File: src/rtl/ser_word_scheduler_pkg.sv
// Shared definitions for the serializer word scheduler: state encoding,
// lane word-select codes, default lane words and lane count.
package ser_word_scheduler_pkg;

  typedef enum logic [1:0] {
    ST_SYNC   = 2'd0,
    ST_NORMAL = 2'd1,
    ST_TEST   = 2'd2,
    ST_CALIB  = 2'd3
  } state_e;

  typedef enum logic [1:0] {
    SEL_SYNC = 2'd0,
    SEL_IDLE = 2'd1,
    SEL_DATA = 2'd2,
    SEL_ATU  = 2'd3
  } word_sel_e;

  localparam int          N_LANES       = 4;
  localparam int unsigned DEF_N_SYNC    = 16;
  localparam logic [31:0] DEF_SYNC_WORD = 32'h5A5A_5A5A;
  localparam logic [31:0] DEF_IDLE_WORD = 32'hEAAA_AAAA;

  // Sync counter must hold N_SYNC and is never narrower than 5 bits.
  function automatic int unsigned sync_cnt_width(input int unsigned n_sync);
    int unsigned w;
    w = $clog2(n_sync + 32'd1);
    if (w < 32'd5) begin
      w = 32'd5;
    end else begin
      w = w;
    end
    return w;
  endfunction

endpackage

File: src/rtl/ser_word_scheduler_lane_mux.sv
// One serializer lane: 4:1 word select and the output register that holds
// the selected word from one load strobe to the next.
module ser_lane_mux
  import ser_word_scheduler_pkg::*;
#(
  parameter logic [31:0] SYNC_WORD = DEF_SYNC_WORD,
  parameter logic [31:0] IDLE_WORD = DEF_IDLE_WORD
) (
  input  logic        clk,
  input  logic        rst,
  input  logic        load,
  input  logic [1:0]  sel,
  input  logic [31:0] data_word,
  input  logic [31:0] atu_word,
  output logic [31:0] lane_word
);

  logic [31:0] word_s;
  logic [31:0] word_r;

  // Word select for this lane.
  always_comb begin
    word_s = SYNC_WORD;
    case (sel)
      SEL_SYNC: word_s = SYNC_WORD;
      SEL_IDLE: word_s = IDLE_WORD;
      SEL_DATA: word_s = data_word;
      SEL_ATU:  word_s = atu_word;
      default:  word_s = SYNC_WORD;
    endcase
  end

  // Output register, updated only on a serializer load.
  always_ff @(posedge clk) begin
    if (rst) begin
      word_r <= SYNC_WORD;
    end else if (load) begin
      word_r <= word_s;
    end
  end

  assign lane_word = word_r;

endmodule

File: src/rtl/ser_word_scheduler.sv
// Serializer word scheduler: sync/normal/test/calibration FSM advancing on
// serializer load strobes, driving four lane muxes with a common select.
module ser_word_scheduler
  import ser_word_scheduler_pkg::*;
#(
  parameter int unsigned N_SYNC    = DEF_N_SYNC,
  parameter logic [31:0] SYNC_WORD = DEF_SYNC_WORD,
  parameter logic [31:0] IDLE_WORD = DEF_IDLE_WORD
) (
  input  logic        CLK,
  input  logic        RST,
  input  logic        TEST_ENABLE,
  input  logic        CALIBRATION_BUSY,
  input  logic        handshake,
  input  logic        data_valid,
  input  logic [31:0] DATA32_0,
  input  logic [31:0] DATA32_1,
  input  logic [31:0] DATA32_2,
  input  logic [31:0] DATA32_3,
  input  logic [31:0] DATA32_ATU_0,
  input  logic [31:0] DATA32_ATU_1,
  input  logic [31:0] DATA32_ATU_2,
  input  logic [31:0] DATA32_ATU_3,
  output logic        data_ack,
  output logic [31:0] SER_DATA_0,
  output logic [31:0] SER_DATA_1,
  output logic [31:0] SER_DATA_2,
  output logic [31:0] SER_DATA_3,
  output logic [1:0]  mode,
  output logic        sync_done,
  output logic [7:0]  underrun_cnt
);

  localparam int unsigned CW = sync_cnt_width(N_SYNC);
  localparam logic [CW-1:0] SYNC_TARGET = CW'(N_SYNC);

  state_e        state_r, state_s;
  word_sel_e     sel_s;
  logic [CW-1:0] sync_cnt_r, sync_cnt_s;
  logic          sync_done_r;
  logic [7:0]    underrun_r, underrun_s;
  logic          ack_s;

  logic [31:0] data_s [N_LANES];
  logic [31:0] atu_s  [N_LANES];
  logic [31:0] ser_s  [N_LANES];

  assign data_s[0] = DATA32_0;
  assign data_s[1] = DATA32_1;
  assign data_s[2] = DATA32_2;
  assign data_s[3] = DATA32_3;
  assign atu_s[0]  = DATA32_ATU_0;
  assign atu_s[1]  = DATA32_ATU_1;
  assign atu_s[2]  = DATA32_ATU_2;
  assign atu_s[3]  = DATA32_ATU_3;

  // Next state, lane select and counter updates; nothing moves without a load.
  always_comb begin
    state_s    = state_r;
    sync_cnt_s = sync_cnt_r;
    underrun_s = underrun_r;
    sel_s      = SEL_SYNC;
    ack_s      = 1'b0;
    if (handshake) begin
      if (CALIBRATION_BUSY) begin
        state_s = ST_CALIB;
      end else if (state_r == ST_CALIB) begin
        state_s    = ST_SYNC;
        sync_cnt_s = '0;
      end else if (sync_cnt_r < SYNC_TARGET) begin
        state_s = ST_SYNC;
      end else if (TEST_ENABLE) begin
        state_s = ST_TEST;
      end else begin
        state_s = ST_NORMAL;
      end

      // The word loaded in this cycle belongs to the state being entered.
      case (state_s)
        ST_SYNC: begin
          sel_s = SEL_SYNC;
          if (sync_cnt_s < SYNC_TARGET) begin
            sync_cnt_s = sync_cnt_s + CW'(1);
          end else begin
            sync_cnt_s = sync_cnt_s;
          end
        end
        ST_CALIB:  sel_s = SEL_IDLE;
        ST_TEST:   sel_s = SEL_ATU;
        ST_NORMAL: begin
          if (data_valid) begin
            sel_s = SEL_DATA;
            ack_s = 1'b1;
          end else begin
            sel_s = SEL_IDLE;
            if (underrun_r != 8'hFF) begin
              underrun_s = underrun_r + 8'd1;
            end else begin
              underrun_s = underrun_r;
            end
          end
        end
        default: sel_s = SEL_SYNC;
      endcase
    end else begin
      sel_s = SEL_SYNC;
    end
  end

  // FSM state and counter registers.
  always_ff @(posedge CLK) begin
    if (RST) begin
      state_r     <= ST_SYNC;
      sync_cnt_r  <= '0;
      sync_done_r <= 1'b0;
      underrun_r  <= 8'd0;
    end else begin
      state_r     <= state_s;
      sync_cnt_r  <= sync_cnt_s;
      sync_done_r <= (sync_cnt_s == SYNC_TARGET);
      underrun_r  <= underrun_s;
    end
  end

  for (genvar g = 0; g < N_LANES; g++) begin : g_lane
    ser_lane_mux #(
      .SYNC_WORD (SYNC_WORD),
      .IDLE_WORD (IDLE_WORD)
    ) u_lane (
      .clk       (CLK),
      .rst       (RST),
      .load      (handshake),
      .sel       (sel_s),
      .data_word (data_s[g]),
      .atu_word  (atu_s[g]),
      .lane_word (ser_s[g])
    );
  end

  assign SER_DATA_0   = ser_s[0];
  assign SER_DATA_1   = ser_s[1];
  assign SER_DATA_2   = ser_s[2];
  assign SER_DATA_3   = ser_s[3];
  assign mode         = state_r;
  assign sync_done    = sync_done_r;
  assign underrun_cnt = underrun_r;
  assign data_ack     = ack_s && !RST;

endmodule

File: config.mk
export PLATFORM = sky130hd
export DESIGN_NAME = ser_word_scheduler
export DESIGN_NICKNAME = d
export VERILOG_FILES = /design/src/rtl/ser_word_scheduler_pkg.sv /design/src/rtl/ser_word_scheduler_lane_mux.sv /design/src/rtl/ser_word_scheduler.sv
export SDC_FILE = /design/constraint.sdc
export NUM_CORES = 1
export LEC_CHECK = 0
export BUFFER_PORTS_ARGS = -buffer_cell sky130_fd_sc_hd__clkbuf_2
export CORE_AREA = 3 3 157 159
export CTS_CLUSTER_SIZE = 10
export DETAILED_ROUTE_END_ITERATION = 12
export DIE_AREA = 0 0 160 162
export PLACE_DENSITY_LB_ADDON = 0.08
export SKIP_LAST_GASP = 1
export SYNTH_ARGS = -nofsm -noshare
export SYNTH_HDL_FRONTEND = slang
export SYNTH_SLANG_ARGS = --single-unit
File: constraint.sdc
create_clock -name CLK -period 2.05 [get_ports CLK]
set_clock_uncertainty 0.05 [all_clocks]
set_input_delay 0.205 -clock CLK [delete_from_list [all_inputs] [get_ports CLK]]
set_output_delay 0.205 -clock CLK [all_outputs]
set_load 0.03 [all_outputs]
# Yosys cells after proc, flatten, opt, wreduce, memory -nomap -nowiden
# Cells that the tools add are included.
[totals]
ff_bits = 144
in_bits = 262
out_inout_bits = 140
elab_cells = 48
[classes]
add_sub_neg = 2
magnitude_cmp = 2
n_eq_ne = 9
mux = 21
n_bitwise = 1
reduce_logical = 5
[ops]
columns = ["op", "n"]
rows = [
  ["$pmux 32 s4", 4],
  ["$mux 5", 6],
  ["$mux 2", 7],
  ["$eq 2x2->1 const B", 5],
  ["$lt 5x5->1 const B", 2],
  ["$add 8x1->8 const B", 1],
  ["$ne 8x8->1 const B", 1],
  ["$pmux 2 s4", 1],
  ["$add 5x1->5 const B", 1],
  ["$eq 5x5->1 const B", 1],
  ["$eq 2x1->1 const B", 2],
  ["$logic_not 2->1", 2],
  ["$reduce_and 4->1", 1],
  ["$mux 1", 3],
  ["$logic_and 1x1->1", 1],
  ["$logic_not 1->1", 1],
  ["$not 1->1", 1],
]

# Longest topological paths before layout
[depth]
ltp_word = 10
ltp_mapped = 8
ltp_nobuf = 6

# Cells and area by module
# Synthesis repeated with hierarchy kept, for this count alone.
[hier_totals]
hier_cells = 746
hier_area_um2 = 6568.8
[by_module_without_submodules]
columns = ["mod", "n_inst", "cells_each", "area_per_inst_um2", "seq_area_each_um2"]
rows = [
  ["ser_lane_mux", 4, 164, 1445.1, 640.6],
  ["ser_word_scheduler", 1, 90, 788.3, 320.3],
]

# Worst setup path before layout
# OpenSTA, ideal clock, no wires.
[synth_path]
kind = "reg2out"
from = "register state_r[0] (netlist: mode[0])"
to = "output port data_ack"
t_arrival_ns = 1.880
slack_ns = -0.085
stages_incl_launch_ff = 6
n_path_buf = 2
path_cell_list = "dfxtp_1 > a21bo_2 > or3_1 > buf_4 > buf_2 > nor2_1"
[synth_via]
elab_chain_cells = 8
[synth_rtl]
columns = ["item", "line_no", "text"]
rows = [
  ["from (decl)", "ser_word_scheduler.sv:37", "state_e state_r, state_s;"],
  ["from (signal assigned)", "ser_word_scheduler.sv:118", "state_r <= state_s;"],
  ["$eq 2x2->1", "ser_word_scheduler.sv:67", "end else if (state_r == ST_CALIB) begin"],
  ["$mux 2", "ser_word_scheduler.sv:67", ""],
  ["$mux 2", "ser_word_scheduler.sv:65", "if (CALIBRATION_BUSY) begin"],
  ["$mux 2", "ser_word_scheduler.sv:64", "if (handshake) begin"],
  ["$eq 2x1->1", "ser_word_scheduler.sv:79", "case (state_s)"],
  ["$mux 1", "ser_word_scheduler.sv:79", ""],
  ["$mux 1", "ser_word_scheduler.sv:64", ""],
  ["$logic_and 1x1->1", "ser_word_scheduler.sv:147", "assign data_ack = ack_s && !RST;"],
  ["to (decl)", "ser_word_scheduler.sv:24", "output logic data_ack,"],
]
# No other way between the ends. The select of a mux whose other input is x is not followed.

# Worst setup path after layout
[layout_path]
from = "register state_r[1] (netlist: mode[1])"
to = "output port data_ack"
# Same word-level chain as after synthesis.

==> metrics <==
outcome finished clean; syn_area_per_cell ~8.5 µm²; Min-Delay Path Class primary input to flop; mapped cell area 6070 µm²; clk buf depth 2; syn_nets a little under 1,000; maximum VDD drop 0.000493 V; Leakage around 4.7 nW; area of the die ~26,000 µm²; placed wire-length estimate 16,900 µm; most area-hungry cell type in the Yosys netlist dfxtp_1; Slew Limit Fails 0; R2R cell count 7; synthesized flop and latch total roughly 140; dpl cells around 1,400; power share of the clock group a little over two fifths; sequential area share after synthesis between 40% and 50%; Max-Cap Viols 0; r2r startpoint mode[1]; Rel. slew slack 41.8%; Remaining DRCs 0; area of the multi-input gates between 2000 and 3000 µm²; Initial Util between 20% and 30%; YS warnings 0; detailed router's first-iteration violation count roughly 590; CTS tree done; Die Span Y about 160 µm; RR Endpoint g_lane[0].u_lane.lane_word[25]; I/O Buffers ~400; Post-synth EDFFs 0; worst-path fanout max 7; Worst Tran Pin Value 873 ps; final wirelength about 26,000 µm; DR vias/cell 4.86; final hold vios 0; Core Area between 20,000 and 25,000 µm²; setup ws final roughly 46 ps; drt pass-1 iters 6; Net Sw Frac 27.9%; first-pass GRT wire length between 40,000 and 50,000 µm; CP arrival approximately 1800 ps; gpl congestion just under 0.8; Psw between 2 and 2.5 mW; Max Freq 499 MHz; Synth Instances about 710; Worst Path Required 1790 ps; # rows between 50 and 60; clock latency on the worst-skew pair between 400 and 500 ps; initial antenna violation count 2; pre-CTS setup slack 146 ps; layout net count between 1,000 and 1,500; hold endpoint g_lane[3].u_lane.lane_word[1]; Fill cells ~2,400; fin cells approximately 1,600; CTS Root Cell clkbuf_16; vias about 7,600; I/O pin cnt between 400 and 500; Synth async-reset ratio 0%; Clock Sinks 144; Hold Startpoint DATA32_ATU_3[1]; Pwr Density 684 nW/µm²; FF-to-FF setup slack 60 ps; antenna viol nets, final 0; startpoint types flop; clock slew at reported path FFs 60 ps; Cell variety after synth 44; CP Capture Type output pin; Tcrit/Tclk final just under 100%; Die W around 160 µm; RSZ-0062 raised after global routing yes; ys flop type dfxtp_1; largest cells by area after synthesis dfxtp_1 48%, a21oi_1 8.9%, nor2_1 5.9%; sequential share of power slightly above 40%; H-tree lvl count 4; setup violators final 0; vias in the first global route around 7,600; global route total overflow 0; min Tclk post-route ~2000 ps; Total Power ~7.2 mW; internal power ~5.2 mW; Synth-to-Final Area Change 73.9%; hold depth 3; CP Class flop to output pin; layout cells sized above 1 a little under two fifths; sequential cell area 2890 µm²; wire per inst between 15 and 20 µm; Logic pwr share approximately 17%; largest net degree at the start of global routing 113; CTS Buf Count 17; Total Routing Usage GR approximately a fifth; Yosys top cell area share around 48%
-- synth_stat cells (2+ instances only) --
cell,count
a211oi_1,32
a21o_1,2
a21oi_1,108
a21oi_2,2
a221oi_1,4
a222oi_1,32
and2_1,4
buf_2,18
buf_4,6
buf_6,2
clkbuf_1,47
dfxtp_1,144
ha_1,2
inv_1,3
nand2_1,3
nand3_1,33
nand4_1,2
nand4b_1,2
nor2_1,96
nor3_1,7
nor4_1,28
o21a_1,2
o21ai_0,23
o21ai_1,46
o22ai_1,36
o31ai_1,4
o41ai_1,2
or3_1,3
or4_1,6
-- state kept, by name (all words and copies together) (netlist names) --
name                     flops
g_lane.u_lane.lane_word    128
underrun_cnt                 8
sync_cnt_r                   5
mode                         2
sync_done                    1
-- critical path, stage by stage (launching register included) --
cell and delay, ps:
dfxtp_4 370, a21bo_4 210, or3_4 400, buf_12 150, nor2_4 80, buf_8 120
-- logic make-up after synthesis --
family / after synthesis / synth area share (%)
and+or+nand+nor: 191 / 15.3
adders and majority gates: 2 / 0.412
AOI/OAI and AO/OA: 300 / 31.0
DFF: 144 / 47.5
buffers and inverters: 77 / 5.75
-- power by group through the flow --
stage                     registers, mW  logic [mW]  clock network (mW)
after global placement             3.03        1.01                   0
after global routing               2.98        1.31                3.25
final                              2.97        1.21                3.02
after floorplan                    3.25       0.297                   0
after CTS                          2.97        1.22                3.14
after detailed placement           3.03       0.997                   0
-- worst max-delay path by stage --
stage	from	endpoint
after floorplan	mode[0]	data_ack
after global placement	mode[1]	data_ack
after detailed placement	mode[1]	data_ack
after CTS	mode[1]	data_ack
after global routing	mode[1]	data_ack
final	mode[1]	data_ack
-- area by class of cell --
cell class                 count  area share [%]
sequential                   144            27.4
inverter                       3           0.119
multi-input combinational    493            27.1
tap                          319            3.78
clock inverter                12            1.17
timing repair buffer         572            36.2
clock buffer                  20            4.24
antenna                        1          0.0237
-- metal layers --
layer  routed length [µm]  share of wire [%]  vias up  global-route usage, %
met5                    7              0.027        -                      0
met4                  648                2.5        2                   7.18
met3                 2040                7.8       38                   5.69
met2                12800                 49      321                   33.4
met1                10700                 41     3483                   22.7
li1                     -                  -     3763                      -
-- stage by stage --
stage | area (µm²) | util (%) | hold WS, ps | setup TNS [ps]
final | 10500 | 45.1 | 23.3 | 0
after global routing | 10500 | 45.1 | 4.00 | -52.1
after CTS | 10500 | 45.0 | 2.59 | 0
after detailed placement | 8450 | 36.1 | 403 | 0
after global placement | 8450 | 36.1 | 399 | 0
after floorplan | 6070 | - | 305 | 0
-- cell usage in the layout, fill, tap and decap left out, types with 3 or more instances in the layout --
cell type	netlist	final
a221oi_1	4	4
dlygate4sd3_1	0	140
and2_1	4	4
a211oi_1	32	32
nand2_1	3	3
buf_4	6	21
a21oi_1	108	108
buf_12	0	9
clkbuf_16	0	17
nand3_1	33	33
clkbuf_2	0	398
a222oi_1	32	32
or4_1	6	6
o21ai_1	46	47
o31ai_1	4	4
nor2_1	96	95
nor4_1	28	28
nor3_1	7	7
o22ai_1	36	35
dfxtp_1	144	143
clkinv_4	0	5
o21ai_0	23	22
inv_6	0	4
-- what timing repair did --
| action | 4_1_cts | 5_1_grt |
|---|---|---|
| hold buffers | 140 | 0 |
| endpoints found under the hold margin | 107 | 0 |
| cloned | 2 | 0 |
| setup buffers | 3 | 0 |
| endpoints found under the setup margin | 1 | 3 |
| resized for setup | 5 | 5 |
| pin swaps | 1 | 1 |
Power figures use the tool's default switching activity.
